$ cat src/rtl/gray_counter_n.sv
// Parametrised Gray-code counter: binary state register with a registered Gray
// image, up/down counting, synchronous load, optional saturation and status flags.
module gray_counter_n #(
    parameter int WIDTH    = 3,
    parameter bit SATURATE = 1'b0
) (
    input  logic             Clk,
    input  logic             Reset,
    input  logic             En,
    input  logic             Dir,
    input  logic             Load,
    input  logic [WIDTH-1:0] LoadValue,
    output logic [WIDTH-1:0] Output,
    output logic [WIDTH-1:0] BinOut,
    output logic             Overflow,
    output logic             Underflow,
    output logic             Wrap
);

    localparam logic [WIDTH-1:0] TOP = '1;
    localparam logic [WIDTH-1:0] ONE = WIDTH'(1);

    logic [WIDTH-1:0] r_bin;
    logic [WIDTH-1:0] r_gray;
    logic             r_ovf;
    logic             r_unf;
    logic             r_wrap;

    logic [WIDTH-1:0] w_bin_nxt;
    logic             w_hit_top;
    logic             w_hit_bot;

    // Terminal events only exist on an enabled, non-load edge at the end code.
    always_comb begin
        w_bin_nxt = r_bin;
        w_hit_top = 1'b0;
        w_hit_bot = 1'b0;
        if (Load) begin
            w_bin_nxt = LoadValue;
        end else if (En) begin
            if (Dir) begin
                if (r_bin == TOP) begin
                    w_hit_top = 1'b1;
                    w_bin_nxt = SATURATE ? r_bin : '0;
                end else begin
                    w_bin_nxt = r_bin + ONE;
                end
            end else begin
                if (r_bin == '0) begin
                    w_hit_bot = 1'b1;
                    w_bin_nxt = SATURATE ? r_bin : TOP;
                end else begin
                    w_bin_nxt = r_bin - ONE;
                end
            end
        end
    end

    always_ff @(posedge Clk) begin
        if (Reset) begin
            r_bin  <= '0;
            r_gray <= '0;
            r_ovf  <= 1'b0;
            r_unf  <= 1'b0;
            r_wrap <= 1'b0;
        end else begin
            r_bin  <= w_bin_nxt;
            r_gray <= w_bin_nxt ^ (w_bin_nxt >> 1);
            r_wrap <= w_hit_top | w_hit_bot;
            if (w_hit_top) r_ovf <= 1'b1;
            if (w_hit_bot) r_unf <= 1'b1;
        end
    end

    assign Output    = r_gray;
    assign BinOut    = r_bin;
    assign Overflow  = r_ovf;
    assign Underflow = r_unf;
    assign Wrap      = r_wrap;

endmodule

$ cat config.mk
export PLATFORM = sky130hd
export DESIGN_NAME = gray_counter_n
export DESIGN_NICKNAME = d
export VERILOG_FILES = /design/src/rtl/gray_counter_n.sv
export SDC_FILE = /design/constraint.sdc
export NUM_CORES = 1
export LEC_CHECK = 0
export BUFFER_PORTS_ARGS = -buffer_cell sky130_fd_sc_hd__buf_2
export CAP_MARGIN = 20
export CELL_PAD_IN_SITES_DETAIL_PLACEMENT = 0
export CELL_PAD_IN_SITES_GLOBAL_PLACEMENT = 2
export CORE_MARGIN = 2
export CORE_UTILIZATION = 22
export CTS_BUF_LIST = sky130_fd_sc_hd__clkbuf_16
export CTS_CLUSTER_SIZE = 16
export DETAILED_ROUTE_END_ITERATION = 10
export PLACE_DENSITY = 0.67
export SLEW_MARGIN = 20
export SYNTH_ARGS = -nofsm -noshare
export SYNTH_HDL_FRONTEND = slang
export SYNTH_SLANG_ARGS = --single-unit
$ cat constraint.sdc
create_clock -name Clk -period 1.8 [get_ports Clk]
set_clock_uncertainty 0.2 [all_clocks]
set_input_delay 0.36 -clock Clk [delete_from_list [all_inputs] [get_ports Clk]]
set_output_delay 0.36 -clock Clk [all_outputs]
set_load 0.005 [all_outputs]
==> impl_metrics.tcl, run 1 <==
set metrics [dict create \
    status "finished, final reports clean" \
    layout_min_cycle_time_ps 1775 \
    layout.nets 83 \
    p_clk_share_pct 51.8 \
    crit_required_ps 1720 \
    dp_cells 90 \
    post-route-period-util_pct 98.59 \
    ant_nets 0 \
    critPathTopFamily "simple AND/OR/NAND/NOR gates" \
    clkSinkCount 8 \
    syn_inst 48 \
    p_per_area_nw_per_um2 981.3 \
    tightest_slew_ps 302.8 \
    gr-total-overflow 0 \
    rows 15 \
    cpPeakStageDelay_ps 360 \
    path_max_fanout 3 \
    sw_frac_of_total_pct 23.29 \
    path_class "flop to flop" \
    hpwl_um 775.5 \
    leakage_nw 0.3227 \
    multiInputGateArea_um2 341.6 \
    setup.worst_path.start_class "flop" \
    fp.coreArea_um2 1783 \
    drv_slew 0 \
    drive_gt1_share_pct 62.32 \
    grt_pass1_wl_um 1593 \
    die_width_um 48.23 \
    cts_tree "yes" \
    setup-tns-final_ps 0 \
    fin_total_pwr_mw 0.7256 \
    drtIter0Drc 5 \
    synth.largest_area_cell "dfxtp_1" \
    synth_seq_cells 8 \
    arrival_ps 1700 \
    syn_nets 60 \
    layout_commonest_cell "buf_2" \
    worstHoldPathType "input pin to flop" \
    insertion_delay_ps 230 \
    avgSynthCellArea_um2 8.967 \
    cts-buffers-inserted 3 \
    drt-wirelength-per-cell_um 11.77 \
    antenna_found_initial 0 \
    worstPathCellList "inv_2 > ha_4 > or3_4 > a221oi_2 > a211o_2 > xnor2_1 > nor2_1" \
    mostFrequentLayoutCells "buf_2, nor2_1, dfxtp_1" \
    grt_max_degree 9 \
    p_seq_share_pct 27.9 \
    hold_slack_ps 203.6 \
    diodes 0 \
    port_buffers 16 \
    start_util_pct 24.14 \
    worst_ir_drop_vdd_mv 0.5280 \
    crit_path_end_kind "flop" \
    grt.busiest_layer "met1" \
    first_pass_iters 4 \
    hold_buffers 0 \
    cts_root_buf "clkbuf_16" \
    fin_util_pct 41.47 \
    synth_top_cell_area_share_pct 37.21 \
    cp.buffers_inverters 1 \
    rsz0062_at_grt "yes" \
    die_h_um 48.23 \
    ios 17 \
    path_clk_slew_ps 40 \
    ys_seq_area_share_pct 37.21 \
    first_global_vias 348 \
    power_frac_comb_pct 20.2 \
    syn_area_um2 430.4 \
    dieArea_um2 2326 \
    setup_viol 0 \
    drc 0 \
    place_congestion 0.6504 \
    grt.met1_usage_pct 14.89 \
    cp_slowest_cell "or3_4" \
    maxCapViolCount 0 \
    via_per_inst 4.404 \
    cts-htree-levels 1 \
    clockBufferDepth 2 \
    max_freq_mhz 563.5 \
    fin_cells 94 \
    slew_headroom_pct 79.74 \
    synth.distinct_cells 21 \
    hold_violations 0 \
    p_int_mw 0.5566 \
    yosys_warnings 0 \
    switching_power_mw 0.1690 \
    wl_um 1106 \
    grt_util_met3_pct 6.667 \
    area_growth_pct 71.80 \
    route.vias.total 414 \
    filler_cell_count 187 \
    met2_usage_pct 13.16 \
    seq_area_um2 162.7 \
    grtUsageTotal_pct 11.32 \
    synthTopCellsByArea "dfxtp_1, ha_1, nor2_1" \
]
==> sequential cells by signal, summed over array words and instances, names as in the netlist <==
signal / count
Underflow: 1
BinOut: 3
Wrap: 1
Overflow: 1
Output: 2
==> worst register-to-register path: stages (launching register included) <==
cell and delay [ps]:
dfxtp_2 350, inv_2 60, ha_4 150, or3_4 360, a221oi_2 230, a211o_2 150, xnor2_1 110, nor2_1 50
==> repair_timing <==
action,4_1_cts,5_1_grt
pin swaps,4,5
endpoints found under the setup margin,2,3
buffers inserted,1,0
resized for setup,4,14
==> metal layers <==
layer,wire length (um),share of wire (%)
met1,521,47
met3,89,8.0
met2,484,44
met4,10,0.90
met5,0,0
==> cells by family (layout without fill, tap and decap cells) <==
logic type                 after synthesis  in the layout  synth area share, %
DFF                                      8              8                37.21
and+or+nand+nor                         17             17                20.35
buffers and inverters                    6             27                6.394
xor gates and xnor gates                 2              2                4.071
adders and majority gates                4              4                11.63
AOI/OAI and AO/OA                       11             11                20.35
==> cell type report <==
type | count | area share [%]
Multi-Input combinational cell | 34 | 46.19
Timing Repair Buffer | 21 | 15.91
Tap cell | 25 | 4.230
Clock buffer | 3 | 10.15
Sequential cell | 8 | 22.00
Inverter | 3 | 1.523
==> worst paths after layout <==
check | start | to | slack, ps | cells after the start
setup / recovery | BinOut[1]$_SDFF_PP0_ | Output[1]$_SDFF_PP0_ | 30 | 7
hold / removal | LoadValue[0] | BinOut[0]$_SDFF_PP0_ | 200 | 3
setup reg to reg | BinOut[1]$_SDFF_PP0_ | Output[1]$_SDFF_PP0_ | 30 | 7
hold reg to reg | Overflow$_SDFFE_PP0P_ | Overflow$_SDFFE_PP0P_ | 260 | 2
==> synth_stat cells <==
cell      count
a221oi_1      3
inv_1         3
and2b_1       1
or2b_4        1
a211oi_1      1
buf_1         1
clkbuf_2      1
a31oi_1       1
a211o_2       1
ha_1          4
o21a_1        1
nor2b_1       1
dfxtp_1       8
nor2_1        9
or3_1         1
nand2b_1      2
a21oi_1       3
xnor2_1       2
a221oi_2      1
nor3_1        2
buf_4         1
==> power by group through the flow <==
| stage | sequential [mW] | clock (mW) | combinational [mW] |
|---|---|---|---|
| 5_1_grt | 0.204 | 0.391 | 0.163 |
| 3_5_place_dp | 0.204 | 0 | 0.104 |
| 2_1_floorplan | 0.205 | 0 | 0.0607 |
| 4_1_cts | 0.201 | 0.385 | 0.116 |
| 6_report | 0.203 | 0.376 | 0.147 |
| 3_3_place_gp | 0.204 | 0 | 0.105 |
==> metrics by stage <==
| stage | setup WS [ps] | instance area (um2) |
|---|---|---|
| after floorplan | 6.493 | 432.9 |
| after global placement | -192.0 | 558.0 |
| after detailed placement | -110.2 | 558.0 |
| after CTS | 5.714 | 661.9 |
| after global routing | -59.56 | 739.5 |
| final | 25.35 | 739.5 |
(Power assumes the default switching activity.)
==> run 2, diff against run 1 <==
--- a/config.mk
+++ b/config.mk
@@ -5,16 +5,18 @@
 export SDC_FILE = /design/constraint.sdc
 export NUM_CORES = 1
 export LEC_CHECK = 0
+export ABC_AREA = 1
 export BUFFER_PORTS_ARGS = -buffer_cell sky130_fd_sc_hd__buf_2
 export CAP_MARGIN = 20
 export CELL_PAD_IN_SITES_DETAIL_PLACEMENT = 0
 export CELL_PAD_IN_SITES_GLOBAL_PLACEMENT = 2
 export CORE_MARGIN = 2
-export CORE_UTILIZATION = 22
+export CORE_UTILIZATION = 21
 export CTS_BUF_LIST = sky130_fd_sc_hd__clkbuf_16
 export CTS_CLUSTER_SIZE = 16
 export DETAILED_ROUTE_END_ITERATION = 10
-export PLACE_DENSITY = 0.67
+export MAX_ROUTING_LAYER = met4
+export PLACE_DENSITY = 0.7
 export SLEW_MARGIN = 20
 export SYNTH_ARGS = -nofsm -noshare
 export SYNTH_HDL_FRONTEND = slang
==> constraint.sdc (replaced) <==
create_clock -name Clk -period 1.8 [get_ports Clk]
set_clock_uncertainty 0.2 [all_clocks]
set_input_delay 0.36 -clock Clk [delete_from_list [all_inputs] [get_ports Clk]]
set_output_delay 0.36 -clock Clk [all_outputs]
set_load 0.1 [all_outputs]
==> impl_metrics.tcl, run 2 <==
set metrics [dict create \
    path_max_fanout 3 \
    synth_edf_count 0 \
    first_global_vias 433 \
    timing.rr.start "BinOut[0]$_SDFF_PP0_" \
    setup_viol 0 \
    antenna_found_initial 0 \
    worstPathCellList "ha_2 > ha_1 > or2_0 > nand2_1 > nand2_1 > nand2_2 > nand2_2 > nand2_1 > nand2_1 > nor2_1" \
    drv_slew 0 \
    synth.distinct_cells 14 \
    grtUsageTotal_pct 10.02 \
    via_per_inst 4.164 \
    grt_pass1_wl_um 1807 \
    p_per_area_nw_per_um2 1145 \
    tightest_slew_ps 486.9 \
    clkSinkCount 8 \
    avgSynthCellArea_um2 6.637 \
    yosysMostFrequentCell "nand2_1" \
    hpwl_um 876.4 \
    die_h_um 50.70 \
    largest_reg_flops 3 \
    syn_area_um2 457.9 \
    r2r_cells 10 \
    cp_common_cell "nand2_1" \
    drive_gt1_share_pct 33.71 \
    route.vias.total 483 \
    crit_cells 10 \
    ios 17 \
    mostFrequentLayoutCells "nand2_1, buf_2, inv_1, a21oi_1, dfxtp_1" \
    leakage_nw 0.3559 \
    worstHoldPathType "input pin to flop" \
    cpPeakStageDelay_ps 340 \
    drt-wirelength-per-cell_um 9.466 \
    gr-total-overflow 0 \
    synth.largest_area_cell "dfxtp_1" \
    setup-tns-final_ps 0 \
    filler_cell_count 230 \
    synth_top_cell_area_share_pct 34.97 \
    grt_max_degree 8 \
    hold_slack_ps 179.7 \
    ant_nets 0 \
    layout_min_cycle_time_ps 1655 \
    port_buffers 16 \
    drtIter0Drc 5 \
    syn_nets 81 \
    fp.coreArea_um2 2002 \
    post-route-period-util_pct 91.97 \
    cts-htree-levels 1 \
    ys_seq_area_share_pct 34.97 \
    rows 16 \
    arrival_ps 1620 \
    critPathTopFamily "simple AND/OR/NAND/NOR gates" \
    yosys_warnings 0 \
    first_pass_iters 4 \
    hold_buffers 0 \
    cts_root_buf "clkbuf_16" \
    path_clk_slew_ps 40 \
    drc 0 \
    crit_required_ps 1770 \
    die_width_um 50.70 \
    critPathLaunch "BinOut[0]$_SDFF_PP0_" \
    status "finished, final reports clean" \
    synth-main-ff-cell "dfxtp_1" \
    cts-buffers-inserted 3 \
    syn_inst 69 \
    cp.buffers_inverters 0 \
    start_util_pct 22.87 \
    synthArstFlopShare_pct 0 \
    layout.nets 102 \
    dieArea_um2 2570 \
    path_class "flop to flop" \
    hold_violations 0 \
    setup.worst_path.start_class "flop" \
    r2r_setup_slack_ps 140 \
    synthTopCellsByCount "nand2_1, a21oi_1, inv_1" \
    slew_headroom_pct 67.76 \
    cts_tree "yes" \
    clockBufferDepth 2 \
    max_freq_mhz 604.0 \
    maxCapViolCount 0 \
    endpoint "Output[1]$_SDFF_PP0_" \
    place_congestion 0.7354 \
    synthTopCellsByArea "dfxtp_1, nand2_1, a21oi_1" \
    insertion_delay_ps 230 \
    synth_seq_cells 8 \
    diodes 0 \
    crit_path_end_kind "flop" \
    r2r_end "Output[1]$_SDFF_PP0_" \
    area_growth_pct 45.63 \
    cp_slowest_cell "dfxtp_4" \
    wl_um 1098 \
    worst_ir_drop_vdd_mv 0.6561 \
    layout_commonest_cell "nand2_1" \
]
run 2: cell count changes after synthesis, moves of 2 or more:
cell / change
nand2_1: +21
a21oi_1: +7
inv_1: +7
nor2_1: -4
a221oi_1: -3
nand2_2: +3
nand2b_1: -2
nand3_1: +2
nor3_1: -2
xnor2_1: -2
run 2: worst min path at each step:
stage                           startpoint                      to  depth (start not counted)
detailed placement  Underflow$_SDFFE_PP0P_  Underflow$_SDFFE_PP0P_                          2
finish                               Reset    BinOut[2]$_SDFF_PP0_                          2
floorplan                            Reset    BinOut[0]$_SDFF_PP0_                          1
global route                         Reset    BinOut[2]$_SDFF_PP0_                          2
global placement     Overflow$_SDFFE_PP0P_   Overflow$_SDFFE_PP0P_                          2
CTS                                  Reset    BinOut[2]$_SDFF_PP0_                          2
run 2: report_power, final:
group          switching (mW)  total, mW  internal (mW)
Clock                  0.0858      0.375          0.289
Combinational           0.151      0.193         0.0423
Sequential            0.00675      0.196          0.189
Total                   0.243      0.764          0.520
run 2: metal layers:
layer	global-route usage [%]	vias up	wire [um]
li1	-	255	-
met1	11.03	207	492
met2	14.69	19	484
met3	5.952	2	106
met4	4.054	0	15
met5	-	-	0
run 2: cell families (layout without fill, tap and decap cells):
logic type | Yosys count | after routing | share of synthesized area, %
compound gates | 12 | 12 | 13.11
simple gates | 33 | 33 | 30.33
buf+inv | 12 | 32 | 10.66
flops | 8 | 8 | 34.97
fa+ha+maj | 4 | 4 | 10.93
run 2: cell type report:
type                    instances  area, um2  share of cell area (%)
multi-input cells              49      254.0                   38.09
clock inverters                 1      3.754                  0.5629
well taps                      27      33.78                   5.066
flip-flops and latches          8      171.4                   25.70
repair buffers                 17      87.58                   13.13
clock buffers                   3      75.07                   11.26
inverters                      11      41.29                   6.191
run 2: per-stage QoR:
step                setup WS (ps)  std cells  util (%)  power (mW)  area (um2)
detailed placement          113.2        111     28.75      0.3876       575.6
global placement            107.0        111     28.75      0.3883       575.6
global route               -13.30        116     33.31      0.8059       666.9
floorplan                   17.72         69         -      0.3517       469.2
finish                      144.5        116     33.31      0.7635       666.9
CTS                         99.80        115     32.69      0.7644       654.4
run 2: worst register-to-register path, delay by kind of cell (launching register included):
family,cells,cell delay (ps)
simple gates,8,610
fa+ha+maj,2,440
flops,1,340
run 2: repair_timing:
item                                    in CTS  in global routing
resized for setup                            0                  3
buffers inserted                             0                  1
endpoints found under the setup margin       0                  2
==> run 3, diff against run 2 <==
==> config.mk (replaced) <==
export PLATFORM = sky130hd
export DESIGN_NAME = gray_counter_n
export DESIGN_NICKNAME = d
export VERILOG_FILES = /design/src/rtl/gray_counter_n.sv
export SDC_FILE = /design/constraint.sdc
export NUM_CORES = 1
export LEC_CHECK = 0
export ABC_AREA = 1
export BUFFER_PORTS_ARGS = -buffer_cell sky130_fd_sc_hd__buf_2
export CAP_MARGIN = 20
export CELL_PAD_IN_SITES_DETAIL_PLACEMENT = 1
export CELL_PAD_IN_SITES_GLOBAL_PLACEMENT = 1
export CORE_MARGIN = 4
export CORE_UTILIZATION = 27
export CTS_BUF_LIST = sky130_fd_sc_hd__clkbuf_16
export CTS_CLUSTER_SIZE = 16
export DETAILED_ROUTE_END_ITERATION = 10
export PLACE_DENSITY = 0.68
export SLEW_MARGIN = 20
export SYNTH_ARGS = -nofsm -noshare
export SYNTH_HDL_FRONTEND = slang
export SYNTH_SLANG_ARGS = --single-unit
==> impl_metrics.tcl, run 3 (synthesis gave the netlist of run 2 again) <==
set metrics [dict create \
    tightest_slew_ps 492.1 \
    setup.worst_path.start_class "flop" \
    r2r_end "Output[1]$_SDFF_PP0_" \
    drtIter0Drc 1 \
    timing.rr.start "BinOut[1]$_SDFF_PP0_" \
    gr-total-overflow 0 \
    design_area_um2 665.6 \
    drive_gt1_share_pct 32.95 \
    die_width_um 49.19 \
    crit_required_ps 1720 \
    start_util_pct 29.37 \
    route.vias.total 473 \
    drt-wirelength-per-cell_um 11.57 \
    r2r_cells 11 \
    r2r_setup_slack_ps 160 \
    leakage_nw 0.3511 \
    layout_min_cycle_time_ps 1641 \
    area_growth_pct 45.36 \
    post-place-ws_ps 69.91 \
    p_per_area_nw_per_um2 1151 \
    layout_commonest_cell "nand2_1" \
    antenna_found_initial 0 \
    critPathLaunch "BinOut[1]$_SDFF_PP0_" \
    multiInputGateArea_um2 274.0 \
    ios 17 \
    grt_pass1_wl_um 1987 \
    seq_area_um2 171.4 \
    post-route-period-util_pct 91.19 \
    fin_cells 104 \
    hpwl_um 969.9 \
    path_clk_slew_ps 40 \
    insertion_delay_ps 230 \
    cts-htree-levels 1 \
    clkSinkCount 8 \
    slew_headroom_pct 67.42 \
    status "finished, final reports clean" \
    hold_violations 0 \
    cts_root_buf "clkbuf_16" \
    maxCapViolCount 0 \
    post_dp_cell_area_um2 561.8 \
    mostFrequentLayoutCells "nand2_1, buf_2, inv_1, a21oi_1" \
    cts-buffers-inserted 3 \
    filler_cell_count 210 \
    rows 14 \
    port_buffers 16 \
    grtUsageTotal_pct 10.87 \
    die_h_um 49.19 \
    drv_slew 0 \
    path_class "flop to flop" \
    crit_path_end_kind "flop" \
    max_freq_mhz 609.2 \
    grt_max_degree 8 \
    first_global_vias 447 \
    fin_total_pwr_mw 0.7662 \
    largest_reg_flops 3 \
    arrival_ps 1570 \
    dieArea_um2 2419 \
    ant_nets 0 \
    place_congestion 0.7095 \
    endpoint "Output[1]$_SDFF_PP0_" \
    clockBufferDepth 2 \
    layout.nets 101 \
    setup-tns-final_ps 0 \
    drc 0 \
    dp_cells 100 \
    rsz0062_at_grt "no" \
    path_max_fanout 4 \
    via_per_inst 4.548 \
    wl_um 1203 \
    cts_tree "yes" \
    post_cts_buffers 0 \
    worst_ir_drop_vdd_mv 0.5536 \
    setup_ws_ps 158.6 \
    setup_viol 0 \
    first_pass_iters 2 \
    fp.coreArea_um2 1559 \
    diodes 0 \
    worstHoldPathType "input pin to flop" \
]
## run 3: cell types whose count changed in the layout (fill, tap and decap cells not counted), sizes merged
cell	delta
buf	-1
## run 3: critical path, stage by stage (launching register included)
cell,delay [ps]
dfxtp_4,350
inv_1,70
ha_1,300
inv_1,40
o21ai_0,130
nand2_1,80
nand2_1,50
nand2_1,70
nand2_2,90
nand2_1,60
nand2_1,50
nor2_1,40
## run 3: final cells by class
cell class | count | share of cell area (%)
flip-flops and latches | 8 | 25.75
multi-input cells | 49 | 41.17
repair buffers | 16 | 12.03
inverters | 11 | 6.203
well taps | 16 | 3.008
clock buffers | 3 | 11.28
clock inverters | 1 | 0.5639
## run 3: layer usage
layer / global-route usage [%] / wire [um]
met5: 0 / 0
met4: 7.109 / 14
met3: 2.141 / 47
met2: 17.41 / 564
met1: 13.03 / 577
## run 3: power by group
part	internal, mW	total, mW	switching (mW)
sequential	0.189	0.198	0.00880
combinational	0.0413	0.193	0.151
clock	0.289	0.376	0.0865
## run 3: through the flow
| step | hold WS (ps) | util [%] |
|---|---|---|
| 3_5_place_dp | 237.1 | 36.04 |
| 3_3_place_gp | 241.3 | 36.04 |
| 4_1_cts | 182.1 | 41.09 |
| 6_report | 192.5 | 42.70 |
| 2_1_floorplan | 219.4 | - |
| 5_1_grt | 202.7 | 42.70 |
## run 3: worst min-delay path by stage
stage                                   endpoint                   start  slack (ps)  cells after the start
after CTS                   BinOut[2]$_SDFF_PP0_                   Reset         180                      2
after floorplan             BinOut[0]$_SDFF_PP0_                   Reset         220                      1
after detailed placement   Overflow$_SDFFE_PP0P_   Overflow$_SDFFE_PP0P_         240                      2
after global placement    Underflow$_SDFFE_PP0P_  Underflow$_SDFFE_PP0P_         240                      2
after global routing      Underflow$_SDFFE_PP0P_                   Reset         200                      2
final                       BinOut[2]$_SDFF_PP0_                   Reset         190                      2
## run 3: repair_timing
action / CTS / global route
hold buffers: 0 / 0
resized for setup: 0 / 4
setup endpoints to repair: 0 / 1
hold endpoints to repair: 0 / 0
